**src/rtl/timer_pkg.sv**
```systemverilog
// Shared types and helpers for the countdown timer and its unit prescaler.
package timer_pkg;

  typedef enum logic [1:0] {
    ST_IDLE  = 2'd0,
    ST_RUN   = 2'd1,
    ST_PAUSE = 2'd2,
    ST_DONE  = 2'd3
  } state_t;

  localparam int UNITS_MS = 0;
  localparam int UNITS_US = 1;

  // Board-clock cycles per timer unit.
  function automatic int tick_div(input longint freq_in, input int units);
    return (units == UNITS_US) ? int'(freq_in / 1000000) : int'(freq_in / 1000);
  endfunction

endpackage

```
**src/rtl/tick_prescaler.sv**
```systemverilog
// Divides the board clock down to one tick per unit.
// The tick is combinational on the last count so the caller acts on the same cycle.
module tick_prescaler #(
  parameter int DIV = 12
) (
  input  logic clk,
  input  logic resetN,
  input  logic clear,
  input  logic enable,
  output logic tick
);

  localparam int CW = (DIV > 1) ? $clog2(DIV) : 1;
  localparam logic [CW-1:0] LAST = CW'(DIV - 1);

  logic [CW-1:0] cnt_q;

  assign tick = enable && (cnt_q == LAST);

  always_ff @(posedge clk) begin
    if (!resetN) begin
      cnt_q <= '0;
    end else if (clear) begin
      cnt_q <= '0;
    end else if (enable) begin
      cnt_q <= (cnt_q == LAST) ? '0 : cnt_q + 1'b1;
    end
  end

endmodule

```
**src/rtl/countdown_timer.sv**
```systemverilog
// Programmable countdown timer in ms/us units with pause and optional auto-reload.
// Outputs are registered; a load takes effect on the edge that samples it.
module countdown_timer
  import timer_pkg::*;
#(
  parameter int FREQ_IN          = 12_000_000,
  parameter int LIMIT_LOAD_TIMER = 1000,
  parameter int SELECT_UNITS     = UNITS_MS,
  parameter int W                = $clog2(LIMIT_LOAD_TIMER + 1)
) (
  input  logic         clk,
  input  logic         resetN,
  input  logic         loadTimer,
  input  logic [W-1:0] loadValue,
  input  logic         enableTimerCounter,
  input  logic         autoReload,
  output logic [W-1:0] remainingTimer,
  output logic         running,
  output logic         timerDone
);

  localparam int          TICK_DIV = tick_div(longint'(FREQ_IN), SELECT_UNITS);
  localparam logic [W-1:0] LIMIT   = W'(LIMIT_LOAD_TIMER);

  state_t       state_q, state_d;
  logic [W-1:0] rem_q, rem_d;
  logic [W-1:0] stored_q, stored_d;
  logic         done_q, done_d;
  logic         running_q, running_d;
  logic [W-1:0] clamped;
  logic         active;
  logic         tick;

  assign clamped = (loadValue > LIMIT) ? LIMIT : loadValue;
  assign active  = (state_q == ST_RUN) || (state_q == ST_PAUSE);

  // Counting only on enabled cycles keeps the pause delay exact: the resume
  // cycle out of PAUSE already counts, the cycle that drops enable does not.
  tick_prescaler #(
    .DIV (TICK_DIV)
  ) u_prescaler (
    .clk    (clk),
    .resetN (resetN),
    .clear  (loadTimer),
    .enable (active && enableTimerCounter),
    .tick   (tick)
  );

  always_comb begin
    state_d  = state_q;
    rem_d    = rem_q;
    stored_d = stored_q;
    done_d   = 1'b0;
    if (loadTimer) begin
      stored_d = clamped;
      rem_d    = clamped;
      if (clamped == '0) begin
        state_d = ST_DONE;
        done_d  = 1'b1;
      end else begin
        state_d = enableTimerCounter ? ST_RUN : ST_PAUSE;
      end
    end else if (active) begin
      if (!enableTimerCounter) begin
        state_d = ST_PAUSE;
      end else begin
        state_d = ST_RUN;
        if (tick) begin
          if (rem_q > 1) begin
            rem_d = rem_q - 1'b1;
          end else begin
            done_d = 1'b1;
            if (autoReload) begin
              rem_d = stored_q;
            end else begin
              rem_d   = '0;
              state_d = ST_DONE;
            end
          end
        end
      end
    end
  end

  assign running_d = (state_d == ST_RUN);

  always_ff @(posedge clk) begin
    if (!resetN) begin
      state_q   <= ST_IDLE;
      rem_q     <= '0;
      stored_q  <= '0;
      done_q    <= 1'b0;
      running_q <= 1'b0;
    end else begin
      state_q   <= state_d;
      rem_q     <= rem_d;
      stored_q  <= stored_d;
      done_q    <= done_d;
      running_q <= running_d;
    end
  end

  assign remainingTimer = rem_q;
  assign running        = running_q;
  assign timerDone      = done_q;

endmodule
```
**config.mk**
```make
export PLATFORM = sky130hd
export DESIGN_NAME = countdown_timer
export DESIGN_NICKNAME = d
export VERILOG_FILES = /design/src/rtl/timer_pkg.sv /design/src/rtl/tick_prescaler.sv /design/src/rtl/countdown_timer.sv
export SDC_FILE = /design/constraint.sdc
export NUM_CORES = 1
export LEC_CHECK = 0
export CAP_MARGIN = 20
export CORE_AREA = 2 2 89 91
export CTS_BUF_LIST = sky130_fd_sc_hd__clkbuf_16
export CTS_CLUSTER_DIAMETER = 120
export CTS_CLUSTER_SIZE = 12
export DETAILED_ROUTE_END_ITERATION = 7
export DIE_AREA = 0 0 91 93
export PLACE_DENSITY_LB_ADDON = 0.08
export SYNTH_ARGS = -nofsm -noshare
export SYNTH_HDL_FRONTEND = slang
export SYNTH_HIERARCHICAL = 1
export SYNTH_SLANG_ARGS = --single-unit
```
**constraint.sdc**
```tcl
create_clock -name clk -period 6.15 [get_ports clk]
set_input_delay 1.5375 -clock clk [delete_from_list [all_inputs] [get_ports clk]]
set_output_delay 1.5375 -clock clk [all_outputs]
set_load 0.05 [all_outputs]
```
# [Word-level counts from Yosys, hierarchy flattened]
# Cells that the tools add are included.
[word_totals] wordCells=46 ff_bits=38 in_bits=15 out_inout_bits=12
[op_classes] eq_ne=4 magnitude_cmp=2 bitwise=1 n_addsub=2 n_reduce_logical=9 muxes=22
[op_table] cell="10-bit two-way mux" count=7
[op_table] cell="2-bit two-way mux" count=8
[op_table] cell="14-bit by 1-bit adder with 14-bit output, second input constant" count=1
[op_table] cell="14-bit equality test, second input constant" count=1
[op_table] cell="14-bit two-way mux" count=1
[op_table] cell="10-bit by 1-bit greater-than comparator with 1-bit output, second input constant" count=1
[op_table] cell="10-bit greater-than comparator, second input constant" count=1
[op_table] cell="10-bit zero test" count=1
[op_table] cell="10-bit by 1-bit subtractor with 10-bit output, second input constant" count=1
[op_table] cell="1-bit two-way mux" count=6
[op_table] cell="2-bit nonzero test" count=3
[op_table] cell="2-bit by 1-bit equality test with 1-bit output, second input constant" count=2
[op_table] cell="3-bit AND reduction" count=1
[op_table] cell="2-bit equality test, second input constant" count=1
[op_table] cell="1-bit logical AND" count=2
[op_table] cell="2-bit OR reduction" count=1
[op_table] cell="1-bit logical OR" count=1
[op_table] cell="1-bit inverter" count=1

# [Depth between registers and ports, before layout]
# Gate-level depths: netlist of run 1.
[depth] word_depth=9 ltp_mapped=9 depth_no_buf=8

# [Cells and area by module]
# Netlist of run 1, hierarchy kept.
[by_module_without_submodules] module="countdown_timer" cells_each=163 area_each_um2=1350.0 instances=1 seq_area_each_um2=480.5
[by_module_without_submodules] module="tick_prescaler" cells_each=76 area_each_um2=694.4 instances=1 seq_area_each_um2=280.3

# [Worst setup path before layout of run 1]
# OpenSTA, ideal clock, no wires.
[synth_path] path_kind="input to register" from="input port enableTimerCounter" to="register rem_q[9] (netlist: remainingTimer[9])" n_path_buf=1 arrival_time_ns=3.331 t_required_ns=6.076 path_stages=9 slack_ns=2.745 path_cell_list="inv_1 nor2_1 buf_2 nand4_4 nor3_1 nand2_1 or3b_1 or4_1 a31oi_1"
[synth_via] elab_chain_len=4 elab_cells_between_ends=5
[synth_lines] element="start, declared" line="countdown_timer.sv:15" rtl="input logic enableTimerCounter,"
[synth_lines] element="1-bit logical AND" line="countdown_timer.sv:45" rtl=".enable (active && enableTimerCounter),"
[synth_lines] element="1-bit logical AND" line="tick_prescaler.sv:18" rtl="assign tick = enable && (cnt_q == LAST);"
[synth_lines] element="named net tick" line="countdown_timer.sv:32" rtl="logic tick;"
[synth_lines] element="2-bit nonzero test (no line)"
[synth_lines] element="3-bit AND reduction (no line)"
[synth_lines] element="end signal, assigned" line="countdown_timer.sv:96" rtl="rem_q <= rem_d;"
[synth_lines] element="end, declared" line="countdown_timer.sv:26" rtl="logic [W-1:0] rem_q, rem_d;"
# The timed path passes the listed nets, and every way through them passes these cells.
# A chain may end at the register's enable or synchronous reset.

# [Final worst setup path of run 1]
# Ends and elaborated chain as after synthesis.

==> results by group, run 1 <==
Run status
  – Status: finished clean

Detailed routing
  – Antenna Nets Post-Route: 0
  – DRT Pass-1 Iters: 4
  – Drt wl/cell: 15.2 um
  – Detailed Route WL: 5.55 mm
  – Drt drc: 0
  – First DRT Iteration DRCs: 79
  – Avg Vias per Cell: 5.04
  – DR vias: 1,839

Layout
  – Final nets: 281
  – Commonest non-fill, non-tap cell in the layout: dfxtp_1
  – Layout Utilization: 33.5%
  – Final Cell Area: 2520 um^2
  – Fillers: 830
  – Commonest cells after routing, fill and taps aside: dfxtp_1, clkdlybuf4s50_1, nor2_1
  – Layout area overhead: 23.4%
  – Ant diodes: 0
  – Share of cells above drive strength 1: 7.22%

Run
  – Max-cap viol count: 0

Clocking
  – CTS tree: done
  – PostCTS Resize Cnt: 0
  – Skew-Pair Late Insertion Delay: 0.28 ns
  – Sink Count: 38
  – Hold-fix buffers at CTS: 0
  – Total CTS buffers: 5
  – Post-CTS setup buffers: 0
  – Worst-path clk slew: 0.06 ns
  – Root buffer cell: clkbuf_16
  – Clock H-tree levels: 2
  – Max clock buf depth: 2

STA
  – Final Cycle Share: 67.3%
  – FMAX: 241 MHz
  – Post-layout min period: 4.14 ns
  – Hold Slack: 0.468 ns
  – Setup_tns: 0 ns
  – Fin. Hold Viols: 0
  – # setup viols final: 0
  – Worst-Margin Slew: 0.804 ns
  – Slew Viols, Final: 0
  – RSZ-0062 raised after global routing: false
  – Slew margin rel.: 45.9%
  – Clock Skews: 0.00507 ns

Die
  – Num rows: 32
  – I/O pin count: 27
  – Starting density of the core: 27.2%
  – DIE WIDTH: 91 um
  – Die Area: 8460 um^2
  – Core area: 7530 um^2
  – Die height: 93 um

Yosys
  – Synth Register Bits: 38
  – Seq/Total Area, Yosys: 37.2%
  – Syn Inst Count: 239
  – Post-synthesis cell type count: 58
  – Post-synth ARST share: 0%
  – Synth Cell Area: 2040 um^2
  – Post-synth top flop: dfxtp_1
  – Post-synth EDFFs: 0
  – Mapped Avg Cell Area: 8.55 um^2
  – Syn Nets: 258
  – Warnings, synthesis: 6

Critical path
  – CP max stage delay: 0.52 ns
  – Critical Path Sink Type: flip-flop
  – Critical path's slowest cell: clkdlybuf4s50_1
  – Critical Path RT: 6.35 ns
  – CP Cell Sequence: clkdlybuf4s50_1, inv_1, nor2_1, nand4_4, nor3_1, nand2_1, or3b_1, or4_1, a31oi_1
  – Critical Path AT: 4.35 ns
  – Crit-path max FO: 6
  – R2r startpoint: state_q[0]
  – Critical Path Source: enableTimerCounter
  – CP startpoint kind: input port
  – CP Class: input port to flip-flop

Place
  – Detailed Place HPWL: 4.23 mm
  – Port Buffers: 26
  – RePlAce Congestion: 0.759
  – Placed cell areas: 2380 um^2

Global route
  – Largest net degree at the start of global routing: 31
  – Total track usage: 13.7%
  – Initial antenna violation count: 0
  – First-pass GRT wire length: 9.23 mm
  – Vias in the first global route: 1,824
  – Total gr overflow: 0

Pwr
  – Pwr Density: 247 nW/um^2
  – Power Total: 0.624 mW
  – Leak pwr: 0.833 nW
  – Peak supply drop: 102 uV

Min path
  – Hold Crit Start: stored_q[9]
  – HP Class: flip-flop to flip-flop
## final cells by class
type	instances	area, um^2	area share, %
timing repair buffer	27	268	10.6
clock inverter	3	16.3	0.645
clock buffer	5	125	4.96
multi-input combinational	179	1180	47.0
tap	102	128	5.06
inverter	11	41.3	1.64
sequential	38	761	30.1
## final timing paths
| kind | endpoint | slack, ns | depth (start not counted) |
|---|---|---|---|
| worst max-delay path | remainingTimer[9] | 2.01 | 9 |
| worst min-delay path | stored_q[9] | 0.47 | 2 |
| worst max register to register | remainingTimer[9] | 3.23 | 8 |
| worst min register to register | stored_q[9] | 0.47 | 2 |
## critical path: cells and delay by family
family / cells / cell delay, ns
compound gates: 1 / 0.16
simple gates: 6 / 2.05
buf+inv: 2 / 0.59
## per-layer routing
metal  GRT usage (%)  vias to the layer above  part of all wire [%]
li1                -                      936                     -
met2            24.1                       29                    50
met5               0                        -                     0
met3            2.90                        8                   2.9
met4            4.67                        0                   1.5
met1            16.6                      866                    46
## cells by family after synthesis
family,share of synthesized area [%]
AOI/OAI and AO/OA,20.4
adders and majority gates,2.45
buffers and inverters,4.83
DFF,37.2
muxes,2.45
and+or+nand+nor,26.6
xor gates and xnor gates,6.00
## through the flow
step | std cells | worst slack [ns]
floorplan | 239 | 2.75
global placement | 357 | 1.75
detailed placement | 357 | 1.70
CTS | 365 | 1.99
global route | 365 | 1.75
finish | 365 | 2.01
## cells in the mapped netlist, drive strengths merged, types with 7 or more instances
cell    instances  area [um^2]
dfxtp          38          761
nor2           23         86.3
nand2          18         67.6
a21oi          13         65.1
xnor2          12          105
inv            10         37.5
nand3           9         45.0
nor3            9         45.0
o21ai           9         45.0
nand4           8         65.1
nor4            8         65.1
a31oi           7         43.8
clkbuf          7         26.3
o211ai          7         52.6
## state kept, by name (all words and copies together) (netlist names)
signal,flops
remainingTimer,10
running,1
state_q,2
stored_q,10
timerDone,1
u_prescaler/cnt_q,14
## power breakdown
group          total, mW  switching, mW  internal (mW)
combinational      0.108         0.0649         0.0428
sequential         0.267         0.0116          0.256
clock              0.249          0.101          0.148
Power figures use the tool's default switching activity.
==> run 2: changes to the inputs <==
- clock period: 6.15 -> 4.1 ns (I/O delays scaled with it)
==> run 2 against run 1 <==
Clock skew is essentially flat. Worst hold slack worse by 0.0032 ns. Largest power group is now the clock network. Sequential power rose by 51%. Largest cell class unchanged. Wire length grew 3.7%.
==> results by group, run 2 (same netlist as run 1, synthesis figures left out) <==
Run status
  – Status: finished clean

Die
  – I/O pin count: 27 (unchanged)
  – Num rows: 32 (unchanged)
  – Starting density of the core: 27.2% (unchanged)
  – Core area: 7530 um^2 (unchanged)
  – Die height: 93 um (unchanged)
  – DIE WIDTH: 91 um (unchanged)
  – Die Area: 8460 um^2 (unchanged)

Pwr
  – Pwr Density: 412 nW/um^2 (+67%)
  – Net Sw Frac: 25.3% (-3.2 points)
  – Sequential Power Share: 37.7% (-5.2 points)
  – Clk pwr share: 46.8% (+6.9 points)
  – NetSw: 0.269 mW (+52%)
  – Leak pwr: 0.867 nW (+4.1%)
  – Peak supply drop: 154 uV (+51%)
  – Internal power: 0.796 mW (+78%)
  – Combinational fraction of design power: 15.5% (-1.7 points)
  – Power Total: 1.07 mW (+71%)

Detailed routing
  – First DRT Iteration DRCs: 86 (+8.9%)
  – DRT Pass-1 Iters: 4 (unchanged)
  – Drt drc: 0 (unchanged)
  – Drt wl/cell: 15.7 um (+3.1%)
  – DR vias: 1,850 (+0.60%)
  – Avg Vias per Cell: 5.04 (about the same)
  – Antenna Nets Post-Route: 0 (unchanged)
  – Detailed Route WL: 5.76 mm (+3.7%)

Clocking
  – Worst-path clk slew: 0.06 ns (about the same)
  – Root buffer cell: clkbuf_16
  – Hold-fix buffers at CTS: 0 (unchanged)
  – Max clock buf depth: 2 (unchanged)
  – Sink Count: 38 (unchanged)
  – Skew-Pair Late Insertion Delay: 0.28 ns (about the same)
  – CTS tree: done
  – Clock H-tree levels: 2 (unchanged)
  – PostCTS Resize Cnt: 0 (unchanged)
  – Total CTS buffers: 5 (unchanged)
  – Post-CTS setup buffers: 0 (unchanged)

Critical path
  – Critical Path AT: 3.57 ns (-0.78 ns)
  – CP startpoint kind: input port
  – Worst path buffer plus inverter count: 2 (unchanged)
  – CP max stage delay: 0.54 ns (+0.02 ns)
  – Critical Path Sink Type: flip-flop
  – Critical Path RT: 4.30 ns (-2.05 ns)
  – CP Class: input port to flip-flop
  – Crit-path max FO: 5 (-1)
  – Critical path's slowest cell: clkdlybuf4s50_1
  – CP Cell Sequence: clkdlybuf4s50_1, inv_1, nor2_1, nand4_4, nor3_1, nand2_1, or3b_1, or4_1, a31oi_1
  – Crit path max-delay family: simple AND/OR/NAND/NOR gates

Layout
  – Commonest cells after routing, fill and taps aside: dfxtp_1, clkdlybuf4s50_1, nor2_1
  – Commonest non-fill, non-tap cell in the layout: dfxtp_1
  – Share of cells above drive strength 1: 7.92% (+0.70 points)
  – Max reg flops: 14 (unchanged)
  – Layout area overhead: 26.5%
  – Final nets: 283 (+0.71%)
  – Ant diodes: 0 (unchanged)
  – Non-Filler Instances: 367 (+0.55%)
  – Top reg by flops: u_prescaler/cnt_q

Min path
  – HP Class: flip-flop to flip-flop

STA
  – Slew margin rel.: 44.5% (-1.4 points)
  – Worst-Margin Slew: 0.825 ns (+0.0214 ns)
  – Hold Slack: 0.465 ns (-0.00320 ns)
  – FMAX: 297 MHz
  – Final Cycle Share: 82.0%
  – # setup viols final: 0 (unchanged)
  – Setup_tns: 0 ns (unchanged)
  – RSZ-0062 raised after global routing: false
  – Clock Skews: 0.00535 ns (+0.000273 ns)
  – Slew Viols, Final: 0 (unchanged)
  – Post-layout min period: 3.36 ns
  – Fin. Hold Viols: 0 (unchanged)

Global route
  – Initial antenna violation count: 0 (unchanged)
  – Total track usage: 13.9% (+0.21 points)
  – Vias in the first global route: 1,781 (-2.4%)
  – Largest net degree at the start of global routing: 17 (-45%)
  – First-pass GRT wire length: 9.34 mm (+1.2%)
  – Total gr overflow: 0 (unchanged)

Place
  – RePlAce Congestion: 0.761 (+0.26%)
  – Port Buffers: 26 (unchanged)
  – Placed cells: 359 (+0.56%)
  – Detailed Place HPWL: 4.32 mm (+2.1%)

Run
  – Max-cap viol count: 0 (unchanged)
-- run 2: per-stage QoR --
stage	utilization, %	setup slack, ns	cell area [um^2]
after floorplan	-	1.21	2040
after global placement	31.8	0.495	2400
after detailed placement	31.8	0.443	2400
after CTS	34.4	0.725	2590
after global routing	34.4	0.535	2590
final	34.4	0.736	2590
-- run 2: final cells by class --
type	instances	area (um^2)
clock buffers	5	125
fillers	825	4940
well taps	102	128
clock inverters	3	63.8
flip-flops and latches	38	761
multi-input cells	179	1180
inverters	11	41.3
repair buffers	29	283
-- run 2: routing by layer --
layer	track usage [%]	part of all wire, %	up-vias
li1	-	-	940
met1	17.3	47	864
met2	23.8	48	36
met3	2.98	3.2	10
met4	4.80	1.6	0
met5	0	0	-
-- run 2: power groups by stage --
stage | clock [mW] | combinational, mW | sequential (mW)
after floorplan | 0 | 0.0861 | 0.430
after global placement | 0 | 0.166 | 0.410
after detailed placement | 0 | 0.164 | 0.410
after CTS | 0.510 | 0.165 | 0.402
after global routing | 0.527 | 0.179 | 0.404
final | 0.498 | 0.166 | 0.402
-- run 2: tightest hold or removal path: cells and delay by family (launching register included) --
family / cells / cell delay, ns
flops: 1 / 0.31
simple gates: 1 / 0.05
compound gates: 1 / 0.05
-- run 2: final timing paths --
kind | from | endpoint | slack [ns] | cells past startpoint
worst min-delay path | stored_q[9] | stored_q[9] | 0.47 | 2
worst min register to register | stored_q[9] | stored_q[9] | 0.47 | 2
worst max register to register | state_q[0] | remainingTimer[9] | 1.46 | 8
worst max-delay path | enableTimerCounter | remainingTimer[9] | 0.74 | 9
==> run 3: changes to the inputs <==
- clock period: 4.1 -> 3.5 ns (I/O delays scaled with it)
==> run 3 against run 2 <==
Die area unchanged. Worst hold slack got worse by 0.0028 ns. Clock-buffer cell count unchanged. Wire length increased by 0.45%. Global-route usage increased by 0.64 points. First-iteration DRC count decreased by 14%. Core utilization increased by 1.1 points. Sequential share of layout area decreased by 0.88 points. Critical endpoint unchanged. Largest power group unchanged.
==> results by group, run 3 (same netlist as run 1, synthesis figures left out) <==
Run
  – Max-cap viol count: 0 (unchanged)

Critical path
  – CP Cell Sequence: clkdlybuf4s50_1, inv_1, nor2_1, nand4_4, nor3_1, nand2_1, or3b_1, or4_1, a31oi_1
  – Critical Path RT: 3.71 ns (-0.59 ns)
  – Critical Path Sink Type: flip-flop
  – CP max stage delay: 0.47 ns (-0.07 ns)
  – Critical path's slowest cell: clkdlybuf4s50_1
  – CP Class: input port to flip-flop
  – Crit-path max FO: 5 (unchanged)
  – CP startpoint kind: input port
  – Critical Path AT: 3.23 ns (-0.34 ns)
  – Crit path max-delay family: simple AND/OR/NAND/NOR gates
  – Worst path buffer plus inverter count: 2 (unchanged)

Die
  – Die Area: 8460 um^2 (unchanged)
  – Die height: 93 um (unchanged)
  – Core area: 7530 um^2 (unchanged)
  – DIE WIDTH: 91 um (unchanged)
  – I/O pin count: 27 (unchanged)
  – Starting density of the core: 27.2% (unchanged)
  – Num rows: 32 (unchanged)

STA
  – Slew Viols, Final: 0 (unchanged)
  – Final Worst Setup Slack: 0.483 ns (-0.253 ns)
  – # setup viols final: 0 (unchanged)
  – Final Cycle Share: 86.2%
  – Setup_tns: 0 ns (unchanged)
  – Fin. Hold Viols: 0 (unchanged)
  – Slew margin rel.: 47.1% (+2.6 points)
  – RSZ-0062 raised after global routing: false
  – Worst-Margin Slew: 0.792 ns (-0.0330 ns)
  – FMAX: 331 MHz
  – Clock Skews: 0.00621 ns (+0.000867 ns)
  – Post-layout min period: 3.02 ns

Global route
  – First-pass GRT wire length: 9.73 mm (+4.2%)
  – Initial antenna violation count: 0 (unchanged)
  – Vias in the first global route: 1,881 (+5.6%)
  – Total gr overflow: 0 (unchanged)
  – Total track usage: 14.6% (+0.64 points)
  – Largest net degree at the start of global routing: 18 (+1)

Layout
  – Layout area overhead: 30.4%
  – Layout Utilization: 35.4% (+1.1 points)
  – Share of cells above drive strength 1: 11.6% (+3.7 points)
  – Top reg by flops: u_prescaler/cnt_q
  – Commonest non-fill, non-tap cell in the layout: dfxtp_1
  – Commonest cells after routing, fill and taps aside: dfxtp_1, clkdlybuf4s50_1, nor2_1
  – Ant diodes: 0 (unchanged)
  – Final Cell Area: 2670 um^2 (+3.1%)
  – Final nets: 293 (+3.5%)
  – Max reg flops: 14 (unchanged)

Clocking
  – Total CTS buffers: 5 (unchanged)
  – Post-CTS setup buffers: 0 (unchanged)
  – CTS tree: done
  – Worst-path clk slew: 0.06 ns (about the same)
  – Root buffer cell: clkbuf_16
  – Max clock buf depth: 2 (unchanged)
  – PostCTS Resize Cnt: 0 (unchanged)
  – Skew-Pair Late Insertion Delay: 0.29 ns (about the same)
  – Clock H-tree levels: 2 (unchanged)
  – Hold-fix buffers at CTS: 0 (unchanged)
  – Sink Count: 38 (unchanged)

Detailed routing
  – Drt wl/cell: 15.3 um (-2.2%)
  – First DRT Iteration DRCs: 74 (-14%)
  – DRT Pass-1 Iters: 4 (unchanged)
  – Avg Vias per Cell: 4.99 (-1.0%)
  – Detailed Route WL: 5.78 mm (+0.45%)
  – Drt drc: 0 (unchanged)
  – Antenna Nets Post-Route: 0 (unchanged)
  – DR vias: 1,881 (+1.7%)

Pwr
  – Pwr Density: 475 nW/um^2 (+15%)
  – Leak pwr: 0.919 nW (+6.0%)
  – Peak supply drop: 168 uV (+9.7%)
  – Power Total: 1.27 mW (+19%)

Place
  – RePlAce Congestion: 0.750 (-1.4%)
  – Setup slack at placement: 0.197 ns (-0.245 ns)
  – Port Buffers: 26 (unchanged)
  – Placed cell areas: 2470 um^2 (+3.1%)
  – Detailed Place HPWL: 4.32 mm (+0.12%)

Run status
  – Status: finished clean

Min path
  – HP Class: flip-flop to flip-flop
-- run 3: changes by cell type in the layout (fill, tap and decap cells not counted), sizes merged --
| cell | delta |
|---|---|
| buf | +10 |
-- run 3: worst min-delay path, delay by kind of cell, from the launching register on --
family | cells | cell delay, ns
flops | 1 | 0.31
simple gates | 1 | 0.05
compound gates | 1 | 0.06
-- run 3: power breakdown --
| part | leakage [nW] | internal (mW) | switching, mW |
|---|---|---|---|
| Clock | 0.0940 | 0.410 | 0.189 |
| Sequential | 0.311 | 0.450 | 0.0203 |
| Combinational | 0.514 | 0.0822 | 0.117 |
-- run 3: cell type report --
type                            count  area (um^2)
Tap cell                          102          128
Inverter                           11         41.3
Fill cell                         804         4860
Clock inverter                      3         68.8
Multi-Input combinational cell    179         1180
Sequential cell                    38          761
Clock buffer                        5          125
Timing Repair Buffer               39          358
-- run 3: metal layers --
layer  up-vias  GRT usage [%]  part of all wire, %
met5         -              0                    0
met4         0           4.92                  1.4
met3         6           3.06                  3.1
met2        29           25.1                   48
met1       887           18.1                   47
li1        959              -                    -
-- run 3: final timing paths --
| path | slack, ns | from | cells past startpoint | to |
|---|---|---|---|---|
| worst min register to register | 0.46 | stored_q[9] | 2 | stored_q[9] |
| worst max-delay path | 0.48 | enableTimerCounter | 9 | remainingTimer[9] |
| worst min-delay path | 0.46 | stored_q[9] | 2 | stored_q[9] |
| worst max register to register | 0.88 | u_prescaler/cnt_q[6] | 7 | remainingTimer[9] |
-- run 3: stage by stage --
step | hold slack [ns] | cells
after floorplan | 0.434 | 239
after global placement | 0.446 | 369
after detailed placement | 0.457 | 369
after CTS | 0.466 | 377
after global routing | 0.487 | 377
final | 0.462 | 377
